$ cat src/rtl/pxs_score_keeper.sv
// Pong game-state keeper: counts goals, holds the ball between points, declares a winner.
// Latency: score/serve_dir/winner update one edge after a goal/start rising edge; frame counting lags the end-of-frame pixel by one cycle.
// Backpressure: none; the pixel stream is observed only, and level inputs are edge-detected so a held level counts once.
module pxs_score_keeper #(
  parameter int WIN_SCORE    = 9,
  parameter int SERVE_FRAMES = 60,
  parameter int VISIBLECOLS  = 640,
  parameter int VISIBLEROWS  = 480
) (
  input  logic        px_clk,
  input  logic        reset,
  input  logic [25:0] RGBStr_i,
  input  logic        goal_p1,
  input  logic        goal_p2,
  input  logic        start,
  output logic [7:0]  score,
  output logic        serve_hold,
  output logic        serve_dir,
  output logic        game_over,
  output logic [1:0]  winner
);

  typedef enum logic [1:0] {
    ST_HOLD = 2'd0,
    ST_PLAY = 2'd1,
    ST_OVER = 2'd2
  } state_t;

  localparam logic [3:0] WIN4   = 4'(WIN_SCORE);
  localparam logic [7:0] RELOAD = 8'(SERVE_FRAMES);

  // Only the pixel coordinates matter; colour and spare bits are ignored.
  logic [9:0] xc;
  logic [9:0] yc;
  logic       unused_bits;
  assign xc          = RGBStr_i[22:13];
  assign yc          = RGBStr_i[12:3];
  assign unused_bits = ^{RGBStr_i[25:23], RGBStr_i[2:0]};

  logic       at_end;
  logic       at_end_q;
  logic       endframe_q;
  logic       goal_p1_q, goal_p2_q, start_q;
  logic       g1_ev, g2_ev, start_ev;

  state_t     state_q, state_d;
  logic [7:0] cnt_q, cnt_d;
  logic [3:0] p1_q, p1_d;
  logic [3:0] p2_q, p2_d;
  logic       dir_q, dir_d;
  logic [1:0] win_q, win_d;
  logic       p1_won, p2_won;

  assign at_end   = (xc == 10'(VISIBLECOLS - 1)) && (yc == 10'(VISIBLEROWS - 1));
  assign g1_ev    = goal_p1 & ~goal_p1_q;
  assign g2_ev    = goal_p2 & ~goal_p2_q;
  assign start_ev = start & ~start_q;

  // Edge-detect history and a one-cycle end-of-frame pulse on the first matching pixel.
  always_ff @(posedge px_clk) begin
    if (reset) begin
      goal_p1_q  <= 1'b0;
      goal_p2_q  <= 1'b0;
      start_q    <= 1'b0;
      at_end_q   <= 1'b0;
      endframe_q <= 1'b0;
    end else begin
      goal_p1_q  <= goal_p1;
      goal_p2_q  <= goal_p2;
      start_q    <= start;
      at_end_q   <= at_end;
      endframe_q <= at_end & ~at_end_q;
    end
  end

  // Game state registers.
  always_ff @(posedge px_clk) begin
    if (reset) begin
      state_q <= ST_HOLD;
      cnt_q   <= RELOAD;
      p1_q    <= 4'd0;
      p2_q    <= 4'd0;
      dir_q   <= 1'b0;
      win_q   <= 2'b00;
    end else begin
      state_q <= state_d;
      cnt_q   <= cnt_d;
      p1_q    <= p1_d;
      p2_q    <= p2_d;
      dir_q   <= dir_d;
      win_q   <= win_d;
    end
  end

  // Next-state logic: restart beats goals; goals only count in PLAY; digits saturate at WIN_SCORE.
  always_comb begin
    state_d = state_q;
    cnt_d   = cnt_q;
    p1_d    = p1_q;
    p2_d    = p2_q;
    dir_d   = dir_q;
    win_d   = win_q;
    p1_won  = 1'b0;
    p2_won  = 1'b0;
    if (start_ev) begin
      state_d = ST_HOLD;
      cnt_d   = RELOAD;
      p1_d    = 4'd0;
      p2_d    = 4'd0;
      win_d   = 2'b00;
    end else begin
      case (state_q)
        ST_HOLD: begin
          if (endframe_q) begin
            if (cnt_q <= 8'd1) begin
              state_d = ST_PLAY;
            end else begin
              cnt_d = cnt_q - 8'd1;
            end
          end
        end
        ST_PLAY: begin
          if (g1_ev || g2_ev) begin
            if (g1_ev && (p1_q != WIN4)) p1_d = p1_q + 4'd1;
            if (g2_ev && (p2_q != WIN4)) p2_d = p2_q + 4'd1;
            // The scorer's opponent receives the next serve; a double goal leaves it alone.
            if (g1_ev && !g2_ev) dir_d = 1'b1;
            if (g2_ev && !g1_ev) dir_d = 1'b0;
            p1_won = g1_ev && (p1_d == WIN4);
            p2_won = g2_ev && (p2_d == WIN4);
            if (p1_won || p2_won) begin
              state_d = ST_OVER;
              win_d   = {p2_won, p1_won};
            end else begin
              state_d = ST_HOLD;
              cnt_d   = RELOAD;
            end
          end
        end
        ST_OVER: begin
          state_d = ST_OVER;
        end
        default: begin
          state_d = ST_HOLD;
          cnt_d   = RELOAD;
        end
      endcase
    end
  end

  assign score      = {p2_q, p1_q};
  assign serve_hold = (state_q != ST_PLAY);
  assign serve_dir  = dir_q;
  assign game_over  = (state_q == ST_OVER);
  assign winner     = win_q;

endmodule
$ cat config.mk
export PLATFORM = sky130hd
export DESIGN_NAME = pxs_score_keeper
export DESIGN_NICKNAME = d
export VERILOG_FILES = /design/src/rtl/pxs_score_keeper.sv
export SDC_FILE = /design/constraint.sdc
export NUM_CORES = 1
export LEC_CHECK = 0
export CAP_MARGIN = 30
export CELL_PAD_IN_SITES_DETAIL_PLACEMENT = 1
export CELL_PAD_IN_SITES_GLOBAL_PLACEMENT = 1
export CORE_AREA = 10 10 67 80
export DETAILED_ROUTE_END_ITERATION = 8
export DIE_AREA = 0 0 77 90
export DONT_BUFFER_PORTS = 1
export PLACE_DENSITY_LB_ADDON = 0.3
export SYNTH_ARGS = -nofsm -noshare
export SYNTH_HDL_FRONTEND = slang
export SYNTH_SLANG_ARGS = --single-unit
$ cat constraint.sdc
create_clock -name px_clk -period 2.5 [get_ports px_clk]
set_clock_uncertainty 0.1 [all_clocks]
set_input_delay 0.5 -clock px_clk [delete_from_list [all_inputs] [get_ports px_clk]]
set_output_delay 0.5 -clock px_clk [all_outputs]
set_load 0.02 [all_outputs]
==> run summary <==
Yosys top cell by area - dfxtp_1
Asr flop ratio synth - 0%
CTS Root Cell - clkbuf_8
Routed Antenna Nets - 0
Fmax - 441 MHz
Netlist cell types - 50
CP top delay family - compound AO/OA/AOI/OAI gates
Initial drt markers - 73
Hold Path Stages - 1
Ant. Diodes - 0
Routed vias - 1282
Fin crit period - 2.27 ns
Top cell type's share of synthesized area - 35.6%
Htree depth - 1
GP Congestion - 0.766
Core Util, Final - 41.9%
Setup violators final - 0
Die width - 77 microns
CTS tree - done
WP depth - 7
Worst skew pair latency - 0.26 ns
Slew HR - 60.2%
Worst vdd ir - 230 uV
Core area - 3850 sq um
Avg Inst Size Synth - 8.85 sq um
HPWL after DPL - 3.31 mm
Share of post-route cells with drive strength above 1 - 12.8%
#FFs+latches synth - 26
Max cap viols - 0
Die area - 6930 sq um
Largest cells by area after synthesis - dfxtp_1, ha_1, nor2_1
Hold Vio Cnt, Final - 0
Detailed Routing Iterations Pass 1 - 4
Fin crit share - 90.7%
I/O Buffers - 0
Kind of critical path - reg2reg
Slew Limit Fails - 0
WL final - 3.98 mm
Synth Flop Type - dfxtp_1
Crit-path max FO - 6
Fin Setup TNS - 0 ns
Gr ovfl total - 0
Max incr delay on CP - 0.44 ns
RSZ-0062 raised after global routing - false
Buf/Inv on CP - 1
Cell Area, Synth - 1460 sq um
Vias in the first global route - 1435
Layout area overhead - 10.5%
CP max stage cell - dfxtp_1
Critical path required time - 2.56 ns
Height of the die - 90 microns
Cts repair resizes - 0
Leak pwr - 0.589 nW
Status - finished, final reports clean
# IOs - 44
Row count - 25
CTS Buffer Depth - 2
CP Capture Type - register
Post-CTS Setup Bufs - 0
Nets - 212
Slew @ Worst Pin - 0.598 ns
Worst-path clk slew - 0.09 ns
Ys Warns - 0
First-pass GRT wire length - 6.82 mm
Critical Path AT - 2.33 ns
Register area share after synthesis - 35.6%
Mapped Cells - 165
Post-synth EDFFs - 0
Pin count of the biggest net entering global routing - 15
Drt wl/cell - 17.6 microns
GRT Total Usage - 11.7%
Via density - 5.67
Startpoint Class - register
Hold_buf cts - 0
Clock buffer count from CTS - 3
P per Cell Area - 437 nW/um^2
CTS Sinks - 26
Starting Density - 38.0%
Syn_nets - 204
Reg2reg path depth - 7
Worst Hold Class - in2reg
WHS - 0.195 ns
CP cell instances - inv_1, ha_1, and3b_1, and4b_1, o2bb2a_2, o21ba_2, o311a_1
Initial antenna violation count - 0
DRC Markers - 0
## synthesized netlist by cell type, types with 2 or more instances
master    number
nor3b_1        2
inv_1          9
nor3_1         6
o41ai_1        3
a21oi_1        8
nand2_1       10
nand2b_1       8
a21bo_2        2
dfxtp_1       26
o21ai_0        7
nand4_1        4
nor4_1         2
a31oi_1        3
ha_1           8
nand4b_1       2
and3b_1        2
nor2_1        14
xnor2_1        3
a21boi_0       2
nand3b_1       2
a211oi_1       2
o211ai_1       3
nor2b_1        7
clkbuf_1       2
xor2_1         3
## worst register-to-register path: stages, from the launching register on
cell and delay (ns):
dfxtp_1 0.44, inv_1 0.10, ha_1 0.20, and3b_1 0.22
and4b_1 0.20, o2bb2a_2 0.30, o21ba_2 0.27, o311a_1 0.35
## area by class of cell
class	count	area, sq um
Clock buffer	4	55.1
Fill cell	463	2230
Inverter	9	33.8
Multi-Input combinational cell	127	891
Sequential cell	26	520
Tap cell	54	67.6
Timing Repair Buffer	6	45.0
## flip-flops by register name (all words and copies together) (netlist names)
signal,flops
goal_p2_q,1
goal_p1_q,1
start_q,1
p1_q,4
state_q,2
winner,2
cnt_q,8
at_end_q,1
endframe_q,1
serve_dir,1
p2_q,4
## placed cells by master, fill, tap and decap left out, drive strengths merged, types with 4 or more instances in the layout
| cell type | n |
|---|---|
| ha | 8 |
| nor2b | 7 |
| clkbuf | 4 |
| o21ai | 7 |
| nor3 | 6 |
| nand2 | 10 |
| o41ai | 4 |
| buf | 6 |
| dfxtp | 26 |
| a21oi | 8 |
| nand2b | 8 |
| nand4 | 4 |
| nor2 | 15 |
| inv | 9 |
## logic make-up after synthesis
kind of cell	share of synthesized area [%]
xor gates and xnor gates	3.60
buffers and inverters	3.34
adders and majority gates	6.86
muxes	0.686
AOI/OAI and AO/OA	20.6
and+or+nand+nor	29.3
DFF	35.6
## final timing paths
| path | from | slack (ns) | end |
|---|---|---|---|
| setup reg to reg | p1_q[1] | 0.23 | cnt_q[1] |
| setup / recovery | p1_q[1] | 0.23 | cnt_q[1] |
| hold / removal | reset | 0.19 | goal_p1_q |
| hold reg to reg | at_end_q | 0.30 | endframe_q |
## per-stage QoR
stage,instances,total power [mW],worst slack (ns),instance area [sq um]
5_1_grt,226,0.739,0.109,1610
3_3_place_gp,222,0.450,0.314,1560
4_1_cts,226,0.716,0.242,1610
2_1_floorplan,165,0.445,0.275,1460
3_5_place_dp,222,0.452,0.260,1560
6_report,226,0.705,0.233,1610
## power breakdown
part	switching, mW	internal, mW	total [mW]
registers	0.000710	0.416	0.417
logic	0.0165	0.00829	0.0248
clock network	0.123	0.140	0.263
total	0.140	0.565	0.705
## per-layer routing
metal	track usage, %	routed length (microns)	share of wire [%]	vias to the layer above
met5	0	0	0	-
met4	3.66	39	0.98	0
met3	2.99	145	3.6	4
met2	23.7	2380	60	14
met1	10.9	1420	36	648
li1	-	-	-	616
No activity file was read; power rests on OpenSTA's default activity.
